===== src/rtl/qmux_switch_ctrl_if.sv =====
`default_nettype none
// +-----------------------------------------------------------------------+
// | qmux_switch_ctrl_if : request/status bundle of the QMUX switch control |
// | Revision 1.0                                                          |
// +-----------------------------------------------------------------------+
interface qmux_switch_ctrl_if;
  logic REQ;
  logic REQ_SEL;
  logic HSCK_VALID;
  logic ERR_CLR;
  logic IS;
  logic GATE_EN;
  logic BUSY;
  logic ACK;
  logic NACK;
  logic ERR;

  modport master (
    output REQ, REQ_SEL, HSCK_VALID, ERR_CLR,
    input  IS, GATE_EN, BUSY, ACK, NACK, ERR
  );

  modport slave (
    input  REQ, REQ_SEL, HSCK_VALID, ERR_CLR,
    output IS, GATE_EN, BUSY, ACK, NACK, ERR
  );
endinterface
`default_nettype wire


===== src/rtl/qmux_switch_ctrl.sv =====
`default_nettype none
// +-----------------------------------------------------------------------+
// | qmux_switch_ctrl : glitch-free gate/flip/settle sequencer for QMUX IS |
// | Revision 1.0                                                          |
// +-----------------------------------------------------------------------+
module qmux_switch_ctrl #(
  parameter int GATE_CYCLES   = 4,
  parameter int SETTLE_CYCLES = 4,
  parameter int CNT_W         = 8
) (
  input  wire logic         CLK,
  input  wire logic         RSTN,
  qmux_switch_ctrl_if.slave bus
);

  typedef enum logic [1:0] {
    ST_IDLE   = 2'd0,
    ST_GATE   = 2'd1,
    ST_SETTLE = 2'd2,
    ST_DONE   = 2'd3
  } state_t;

  localparam logic [CNT_W-1:0] GATE_LOAD   = CNT_W'(GATE_CYCLES - 1);
  localparam logic [CNT_W-1:0] SETTLE_LOAD = CNT_W'(SETTLE_CYCLES - 1);

  state_t           state_q, state_d;
  logic [CNT_W-1:0] cnt_q, cnt_d;
  logic             sync1_q, vld_q;
  logic             is_q, is_d;
  logic             tgt_q, tgt_d;
  logic             fs_q, fs_d;
  logic             gate_en_q, gate_en_d;
  logic             busy_q, busy_d;
  logic             ack_q, ack_d;
  logic             nack_q, nack_d;
  logic             err_q, err_d;
  logic             err_set;

  always_ff @(posedge CLK or negedge RSTN) begin
    if (!RSTN) begin
      state_q   <= ST_IDLE;
      cnt_q     <= '0;
      sync1_q   <= 1'b0;
      vld_q     <= 1'b0;
      is_q      <= 1'b0;
      tgt_q     <= 1'b0;
      fs_q      <= 1'b0;
      gate_en_q <= 1'b1;
      busy_q    <= 1'b0;
      ack_q     <= 1'b0;
      nack_q    <= 1'b0;
      err_q     <= 1'b0;
    end else begin
      state_q   <= state_d;
      cnt_q     <= cnt_d;
      sync1_q   <= bus.HSCK_VALID;
      vld_q     <= sync1_q;
      is_q      <= is_d;
      tgt_q     <= tgt_d;
      fs_q      <= fs_d;
      gate_en_q <= gate_en_d;
      busy_q    <= busy_d;
      ack_q     <= ack_d;
      nack_q    <= nack_d;
      err_q     <= err_d;
    end
  end

  always_comb begin
    state_d   = state_q;
    cnt_d     = cnt_q;
    is_d      = is_q;
    tgt_d     = tgt_q;
    fs_d      = fs_q;
    gate_en_d = gate_en_q;
    busy_d    = busy_q;
    ack_d     = 1'b0;
    nack_d    = 1'b0;
    err_set   = 1'b0;

    case (state_q)
      ST_IDLE: begin
        // Failsafe outranks any pending request on the same edge.
        if (is_q && !vld_q) begin
          state_d   = ST_GATE;
          cnt_d     = GATE_LOAD;
          gate_en_d = 1'b0;
          busy_d    = 1'b1;
          tgt_d     = 1'b0;
          fs_d      = 1'b1;
          err_set   = 1'b1;
        end else if (bus.REQ) begin
          if (bus.REQ_SEL && !vld_q) begin
            nack_d  = 1'b1;
            err_set = 1'b1;
          end else if (bus.REQ_SEL == is_q) begin
            ack_d = 1'b1;
          end else begin
            state_d   = ST_GATE;
            cnt_d     = GATE_LOAD;
            gate_en_d = 1'b0;
            busy_d    = 1'b1;
            tgt_d     = bus.REQ_SEL;
            fs_d      = 1'b0;
          end
        end
      end
      ST_GATE: begin
        if (cnt_q == '0) begin
          is_d    = tgt_q;
          state_d = ST_SETTLE;
          cnt_d   = SETTLE_LOAD;
        end else begin
          cnt_d = cnt_q - CNT_W'(1);
        end
      end
      ST_SETTLE: begin
        if (cnt_q == '0) begin
          gate_en_d = 1'b1;
          busy_d    = 1'b0;
          ack_d     = !fs_q;
          state_d   = ST_DONE;
        end else begin
          cnt_d = cnt_q - CNT_W'(1);
        end
      end
      ST_DONE: state_d = ST_IDLE;
      default: state_d = ST_IDLE;
    endcase

    err_d = err_set | (err_q & ~bus.ERR_CLR);
  end

  assign bus.IS      = is_q;
  assign bus.GATE_EN = gate_en_q;
  assign bus.BUSY    = busy_q;
  assign bus.ACK     = ack_q;
  assign bus.NACK    = nack_q;
  assign bus.ERR     = err_q;

endmodule
`default_nettype wire


===== src/flat_wrapper.sv =====
// flat-port wrapper written by rule: the top's interface ports become plain ports
module qmux_switch_ctrl_flat 
#(
  parameter int GATE_CYCLES   = 4,
  parameter int SETTLE_CYCLES = 4,
  parameter int CNT_W         = 8
)
  (CLK, RSTN, bus_REQ, bus_REQ_SEL, bus_HSCK_VALID, bus_ERR_CLR, bus_IS, bus_GATE_EN, bus_BUSY, bus_ACK, bus_NACK, bus_ERR);
  qmux_switch_ctrl_if bus_i ();
  input  wire logic CLK;
  input  wire logic RSTN;
  input wire logic [$bits(bus_i.REQ)-1:0] bus_REQ;
  input wire logic [$bits(bus_i.REQ_SEL)-1:0] bus_REQ_SEL;
  input wire logic [$bits(bus_i.HSCK_VALID)-1:0] bus_HSCK_VALID;
  input wire logic [$bits(bus_i.ERR_CLR)-1:0] bus_ERR_CLR;
  output wire logic [$bits(bus_i.IS)-1:0] bus_IS;
  output wire logic [$bits(bus_i.GATE_EN)-1:0] bus_GATE_EN;
  output wire logic [$bits(bus_i.BUSY)-1:0] bus_BUSY;
  output wire logic [$bits(bus_i.ACK)-1:0] bus_ACK;
  output wire logic [$bits(bus_i.NACK)-1:0] bus_NACK;
  output wire logic [$bits(bus_i.ERR)-1:0] bus_ERR;
  assign bus_i.REQ = bus_REQ;
  assign bus_i.REQ_SEL = bus_REQ_SEL;
  assign bus_i.HSCK_VALID = bus_HSCK_VALID;
  assign bus_i.ERR_CLR = bus_ERR_CLR;
  assign bus_IS = bus_i.IS;
  assign bus_GATE_EN = bus_i.GATE_EN;
  assign bus_BUSY = bus_i.BUSY;
  assign bus_ACK = bus_i.ACK;
  assign bus_NACK = bus_i.NACK;
  assign bus_ERR = bus_i.ERR;
  qmux_switch_ctrl #(.GATE_CYCLES(GATE_CYCLES), .SETTLE_CYCLES(SETTLE_CYCLES), .CNT_W(CNT_W)) u_core (.CLK(CLK), .RSTN(RSTN), .bus(bus_i));
endmodule

===== config.mk =====
export PLATFORM = sky130hd
export DESIGN_NAME = qmux_switch_ctrl_flat
export DESIGN_NICKNAME = d
export VERILOG_FILES = /design/src/rtl/qmux_switch_ctrl_if.sv /design/src/rtl/qmux_switch_ctrl.sv /design/src/flat_wrapper.sv
export SDC_FILE = /design/constraint.sdc
export NUM_CORES = 1
export LEC_CHECK = 0
export ABC_AREA = 1
export BUFFER_PORTS_ARGS = -buffer_cell sky130_fd_sc_hd__buf_2
export CORE_MARGIN = 3
export CORE_UTILIZATION = 30
export DETAILED_ROUTE_END_ITERATION = 6
export GPL_TIMING_DRIVEN = 0
export HOLD_SLACK_MARGIN = 0.12
export PLACE_DENSITY = 0.49
export SLEW_MARGIN = 10
export SYNTH_ARGS = -nofsm -noshare
export SYNTH_HDL_FRONTEND = slang
export SYNTH_SLANG_ARGS = --single-unit

===== constraint.sdc =====
create_clock -name CLK -period 3.8 [get_ports CLK]
set_input_delay 0.76 -clock CLK [delete_from_list [all_inputs] [get_ports CLK]]
set_output_delay 0.76 -clock CLK [all_outputs]
set_load 0.005 [all_outputs]

==> parameters.txt, run 1 <==
Parameter                              Value

Status
  Outcome ... finished, final reports clean

Synth
  Most common library cells after synthesis ... 47 x sky130_fd_sc_hd__nand2_1, 19 x sky130_fd_sc_hd__dfrtp_1, 18 x sky130_fd_sc_hd__nand3_1
  Synthesized flop and latch total ... 20
  Synth top area share ... 0.410
  Cells taking the most area after synthesis ... sky130_fd_sc_hd__dfrtp_1 41%, sky130_fd_sc_hd__nand2_1 15%, sky130_fd_sc_hd__nand3_1 7.8%, sky130_fd_sc_hd__ha_1 5.4%, sky130_fd_sc_hd__inv_1 5.2%
  Most instantiated flip-flop cell in the synthesis netlist ... sky130_fd_sc_hd__dfrtp_1
  Post-synth EDFFs ... 0
  Net count of the mapped netlist ... 161
  Largest area contributor in the netlist ... sky130_fd_sc_hd__dfrtp_1
  Number of warning messages in the yosys log ... 0
  Post-Synthesis Cell Area ... 0.00116 mm²
  Cells after Synth ... 150
  Sequential element share of the synthesized area ... 0.433
  Syn Area/Cell ... 7.72 µm²
  Number of different library cells in the post-synthesis netlist ... 23
  Fraction of registers with async set/reset ... 1.00
  Most used standard cell by instance count after synthesis ... sky130_fd_sc_hd__nand2_1

Worst setup path
  Crit path from ... u_core.state_q[0]$_DFFE_PN0P_
  Critical path startpoint category ... register
  Arrival time reported for the critical path endpoint ... 1870 ps
  Endpoint class of the critical path ... register
  Data required time at the worst endpoint ... 3950 ps
  Critical path class ... register to register
  Start of the worst register-to-register path ... u_core.state_q[0]$_DFFE_PN0P_
  Largest fanout on the critical path ... 6

Floorplanning
  Die footprint ... 0.00464 mm²
  Number of rows in the core area ... 21
  Initial core utilization ... 0.329
  Chip height ... 68.1 µm
  Core box area ... 0.00352 mm²
  Ports ... 12
  Die width ... 68.1 µm

Timing
  Max Transition Viols Final ... 0
  Slew headroom ... 0.692
  Highest achievable clock rate ... 582 MHz
  Final period util ... 0.452
  Number of hold violations in the final report ... 0
  Slew at the pin closest to its max-slew limit ... 461 ps
  Fin Clk Skew ... 2.61 ps
  Setup repair after global routing missed its margin ... false
  Total Neg Setup Slack ... 0 ps
  Time the final worst path needs with I/O delays and setup ... 1720 ps
  Final setup vio count ... 0

GRT
  Initial antenna violation count ... 0
  Number of global-route vias before repair ... 944
  Wire length of the first global-routing pass ... 4080 µm
  Overall track demand over capacity in global routing ... 0.116
  Largest net degree at the start of global routing ... 21
  Congestion Overflow GR ... 0

Clocking
  CTS tree ... done
  Resized Gates After CTS ... 0
  Clock insertion delay at the later pin of the skew report ... 250 ps
  Clock Pin Slew Worst Setup and Hold Paths ... 70 ps
  Clk root buf ... sky130_fd_sc_hd__clkbuf_8
  CTS Buffer Depth ... 2
  Number of buffers created by CTS ... 3
  Number of hold buffers added after cts ... 0
  Clock sink count ... 20
  Number of H-tree levels ... 1
  Total setup buffers inserted after CTS ... 0

Drt
  Detailed Route WL ... 2250 µm
  Routed len/inst ... 10.7 µm
  Antenna Nets Post-Route ... 0
  DR pass1 iterations ... 4
  Total via count after detailed routing ... 965
  DRC Markers ... 0
  Vias per Instance ... 4.57
  DRT iter0 DRCs ... 46

Worst hold path
  HP Start ... u_core.sync1_q$_DFF_PN0_
  Kind of path behind the tightest hold check ... register to register

Power and ir drop
  Peak ir drop on the vdd network ... 0.000391 V
  Pwr dens ... 934 mW/mm²
  Leakage power of the design ... 0.698 nW

Cells and area
  ANT cells ... 0
  Layout cell share with drive strength beyond 1 ... 0.176
  P&R area growth vs syn ... 13.6%
  Core occupancy in the finished layout ... 0.374
  Net count of the finished layout ... 177

Place
  Detailed Place HPWL ... 1710 µm
  Final weighted congestion of routability-driven global placement ... 0.801
  Port Buf Inserts ... 11

Job
  Count of maximum capacitance violations ... 0
-- flip-flops by register name, indices dropped and copies added, names as in the netlist --
name                cells
u_core.cnt_q            8
u_core.state_q          2
u_core.bus.ACK          1
u_core.bus.BUSY         1
u_core.bus.ERR          1
u_core.bus.GATE_EN      1
u_core.bus.IS           1
u_core.bus.NACK         1
u_core.fs_q             1
u_core.sync1_q          1
u_core.tgt_q            1
u_core.vld_q            1
-- layout by cell type (no fill, tap or decap), drive strengths merged --
cell type,n
nand3,18
nor3,1
clkbuf,4
xor2,3
dfstp,1
o21ai,6
o22ai,1
o211ai,1
inv,18
nor2,18
buf,11
ha,5
nand4,2
or2,1
a21oi,3
a21boi,1
nand2,52
dfrtp,19
-- area by class of cell --
| cell class | instances | area [µm²] |
|---|---|---|
| fillers | 386 | 2200 |
| inverters | 18 | 67.6 |
| clock buffers | 4 | 45.0 |
| repair buffers | 11 | 55.1 |
| well taps | 46 | 57.6 |
| flip-flops and latches | 20 | 502 |
| multi-input cells | 112 | 589 |
-- worst max-delay path: stages, from the launching register on --
cell and delay (ps):
sky130_fd_sc_hd__dfrtp_1 400, sky130_fd_sc_hd__inv_1 110, sky130_fd_sc_hd__ha_1 280, sky130_fd_sc_hd__inv_2 80, sky130_fd_sc_hd__nand2_1 80, sky130_fd_sc_hd__nor2_1 60, sky130_fd_sc_hd__nor2_4 120, sky130_fd_sc_hd__nand4_1 270
sky130_fd_sc_hd__nand2_1 130, sky130_fd_sc_hd__nand2_1 60
-- worst paths after layout --
kind                       slack (ps)                             end  depth (start not counted)
setup reg to reg                 2080     u_core.cnt_q[7]$_DFFE_PN0P_                          9
hold / removal                    350          u_core.vld_q$_DFF_PN0_                          0
setup / recovery                 2080     u_core.cnt_q[7]$_DFFE_PN0P_                          9
max in group asynchronous        3010  u_core.bus.GATE_EN$_DFFE_PN1P_                          1
min in group asynchronous         450       u_core.bus.NACK$_DFF_PN0_                          1
hold reg to reg                   350          u_core.vld_q$_DFF_PN0_                          0
-- through the flow --
step | cell area, µm² | hold WS [ps] | instances | total power, W | setup slack, ps
floorplan | 1160 | 331 | 150 | 0.000934 | 2260
global placement | 1270 | 332 | 207 | 0.00108 | 2030
detailed placement | 1270 | 336 | 207 | 0.00109 | 2010
CTS | 1320 | 353 | 211 | 0.00124 | 2070
global route | 1320 | 363 | 211 | 0.00137 | 1880
finish | 1320 | 348 | 211 | 0.00123 | 2080
-- logic make-up after synthesis --
logic type / synth area share
AO/OA/AOI/OAI: 0.0605
flip-flops: 0.433
buffers and inverters: 0.0583
AND/OR/NAND/NOR: 0.371
XOR/XNOR: 0.0227
adder cells (fa/ha/maj): 0.0540
-- power breakdown --
group / total, W / switching (W) / leakage [nW] / internal (W)
registers: 0.000362 / 0.0000643 / 0.254 / 0.000298
logic: 0.000725 / 0.000464 / 0.421 / 0.000261
clock network: 0.000142 / 0.0000677 / 0.0228 / 0.0000745
-- per-layer routing --
layer  vias to the layer above  wire [µm]  part of all wire  track usage
met4                         0         25             0.011       0.0298
li1                        508          -                 -            -
met5                         -          0                 0            0
met2                        10        979              0.43        0.184
met3                         2         80             0.036       0.0345
met1                       445       1170              0.52        0.152
(Power assumes the default switching activity.)
==> run 2, diff against run 1 <==
clock period = 1.76 ns   (was 3.8 ns; I/O delays follow)
==> run 2 against run 1 <==
Compared with the run above: non-clock buffer count rose by 2; wire length up 1.1%; utilization grew 0.75 points; critical path type unchanged; clock power up 120%; highest routed layer unchanged; sequential power rose by 120%; worst hold slack got worse by 150 ps; global-route usage unchanged; first-iteration DRC count down 30%; cell area increased by 2.0%; critical endpoint is now u_core.cnt_q[5]$_DFFE_PN0P_; register-to-register slack worse by 1900 ps; sequential share of layout area is 0.75 points lower.
==> parameters.txt, run 2 (synthesized netlist as in run 1, its figures left out) <==
Parameter                              Value

Worst setup path
  CP peak stage delay ... 400 ps
  Critical path startpoint category ... register
  Most prevalent standard cell on the critical path ... sky130_fd_sc_hd__nand2_1
  Critical path class ... register to register
  Cells traversed along the worst timing path ... inv_1 > ha_2 > inv_2 > nand2_1 > nor2_1 > nor2_4 > nand2_2 > nor2_8 > nand3_1 > nand2_1
  Cell with the biggest individual delay on the critical path ... sky130_fd_sc_hd__dfrtp_1
  Largest fanout on the critical path ... 10
  Data required time at the worst endpoint ... 1960 ps
  Endpoint class of the critical path ... register
  Arrival time reported for the critical path endpoint ... 1780 ps

Timing
  Setup repair after global routing missed its margin ... false
  Final period util ... 0.899
  Final setup vio count ... 0
  Fin Clk Skew ... 2.81 ps
  Final hold slack ... 201 ps
  Slew at the pin closest to its max-slew limit ... 458 ps
  Total Neg Setup Slack ... 0 ps
  Max Transition Viols Final ... 0
  Highest achievable clock rate ... 632 MHz
  Number of hold violations in the final report ... 0
  Slew headroom ... 0.694
  Time the final worst path needs with I/O delays and setup ... 1580 ps

Power and ir drop
  Leakage power of the design ... 0.705 nW
  Share of total power consumed by net switching ... 0.479
  Flop pwr share ... 0.288
  Peak ir drop on the vdd network ... 0.000861 V
  Pwr dens ... 2030 mW/mm²
  Net load switching power ... 0.00130 W
  Relative contribution of the clock network to total power ... 0.113
  Internal Pwr Total ... 0.00142 W
  Proportion of power drawn by combinational gates ... 0.599

GRT
  Wire length of the first global-routing pass ... 4080 µm
  Largest net degree at the start of global routing ... 21
  Global Route met1 Usage ... 0.152
  Met2 Usage GRT ... 0.184
  Congestion Overflow GR ... 0
  Initial antenna violation count ... 0
  Grt met3 use ... 0.0345
  Gr busiest metal ... met2
  Overall track demand over capacity in global routing ... 0.116
  Number of global-route vias before repair ... 944

Cells and area
  Post-Layout Inst Area ... 0.00134 mm²
  Flip-flop count of the largest register, all copies and words added ... 8
  Combined area of the multi-input logic cells ... 598 µm²
  P&R area growth vs syn ... 15.9%
  Largest register by flop count ... u_core.cnt_q
  Core occupancy in the finished layout ... 0.381
  Most frequent cells in the layout ... 47 x sky130_fd_sc_hd__nand2_1, 19 x sky130_fd_sc_hd__dfrtp_1, 18 x sky130_fd_sc_hd__nand3_1
  Number of filler cells placed in the layout ... 383
  Sequential cell area ... 502 µm²
  Net count of the finished layout ... 179
  ANT cells ... 0
  Most frequent standard cell in the layout excluding fill and tap cells ... sky130_fd_sc_hd__nand2_1
  Biggest regs ... u_core.cnt_q: 8 flops, u_core.state_q: 2 flops
  Layout cell share with drive strength beyond 1 ... 0.198

Drt
  DRC Markers ... 0
  Total via count after detailed routing ... 978
  Antenna Nets Post-Route ... 0
  Routed len/inst ... 10.7 µm
  Detailed Route WL ... 2280 µm
  DR pass1 iterations ... 4
  DRT iter0 DRCs ... 32
  Vias per Instance ... 4.59

Clocking
  Clk root buf ... sky130_fd_sc_hd__clkbuf_8
  Clock Pin Slew Worst Setup and Hold Paths ... 70 ps
  Clock insertion delay at the later pin of the skew report ... 250 ps
  Number of H-tree levels ... 1
  CTS Buffer Depth ... 2
  CTS tree ... done
  Number of buffers created by CTS ... 3
  Clock sink count ... 20

Job
  Count of maximum capacitance violations ... 0

Place
  Port Buf Inserts ... 11
  Detailed Place HPWL ... 1710 µm
  Final weighted congestion of routability-driven global placement ... 0.801
  Cell area reported after detailed placement ... 0.00127 mm²

Floorplanning
  Ports ... 12
  Die width ... 68.1 µm
  Core box area ... 0.00352 mm²
  Number of rows in the core area ... 21
  Initial core utilization ... 0.329
  Die footprint ... 0.00464 mm²
  Chip height ... 68.1 µm

Worst hold path
  Kind of path behind the tightest hold check ... input port to register

Status
  Outcome ... finished, final reports clean
==> run 2: cell types whose count changed in the layout (fill, tap and decap cells not counted) <==
cell	delta
sky130_fd_sc_hd__ha_1	-2
sky130_fd_sc_hd__ha_2	+2
sky130_fd_sc_hd__a21boi_1	-1
sky130_fd_sc_hd__a21boi_2	+1
sky130_fd_sc_hd__buf_4	+1
sky130_fd_sc_hd__dlygate4sd3_1	+1
==> run 2: path summary, 6_finish.rpt <==
path	start	end	slack (ps)	depth (start not counted)
max	u_core.state_q[0]$_DFFE_PN0P_	u_core.cnt_q[5]$_DFFE_PN0P_	180	10
min	bus_HSCK_VALID	u_core.sync1_q$_DFF_PN0_	200	1
max reg2reg	u_core.state_q[0]$_DFFE_PN0P_	u_core.cnt_q[5]$_DFFE_PN0P_	180	10
min reg2reg	u_core.sync1_q$_DFF_PN0_	u_core.vld_q$_DFF_PN0_	350	0
max in group asynchronous	RSTN	u_core.bus.GATE_EN$_DFFE_PN1P_	840	2
min in group asynchronous	RSTN	u_core.bus.NACK$_DFF_PN0_	570	2
==> run 2: cell type report <==
class	count	area share
sequential	20	0.374
tap	46	0.0429
multi-input combinational	112	0.445
inverter	18	0.0503
clock buffer	4	0.0336
timing repair buffer	13	0.0541
==> run 2: critical path, delay by kind of cell (launching register included) <==
family	cells	cell delay, ps
adders and majority gates	1	260
buffers and inverters	2	190
DFF	1	400
and+or+nand+nor	7	660
==> run 2: metal layers <==
metal  up-vias  routed length [µm]
met3         2                  87
met5         -                   0
met4         0                  25
li1        509                   -
met2        15                 988
met1       452                1180
==> run 2: timing repair <==
action                                  4_1_cts  5_1_grt
endpoints found under the hold margin        19        0
gates resized for setup                       0        3
hold buffers                                  1        0
endpoints found under the setup margin        0        8
setup buffers                                 0        1
==> run 2: power by group through the flow <==
| stage | combinational [W] | sequential, W | clock (W) |
|---|---|---|---|
| after floorplan | 0.00125 | 0.000766 | 0 |
| after global placement | 0.00155 | 0.000781 | 0 |
| after detailed placement | 0.00157 | 0.000792 | 0 |
| after CTS | 0.00158 | 0.000785 | 0.000319 |
| after global routing | 0.00188 | 0.000810 | 0.000336 |
| final | 0.00163 | 0.000782 | 0.000307 |
==> run 2: metrics by stage <==
step	power, W	std cells	worst slack, ps
3_5_place_dp	0.00236	207	40.2
5_1_grt	0.00303	213	25.3
2_1_floorplan	0.00202	150	325
6_report	0.00272	213	179
3_3_place_gp	0.00233	207	70.1
4_1_cts	0.00269	212	25.8
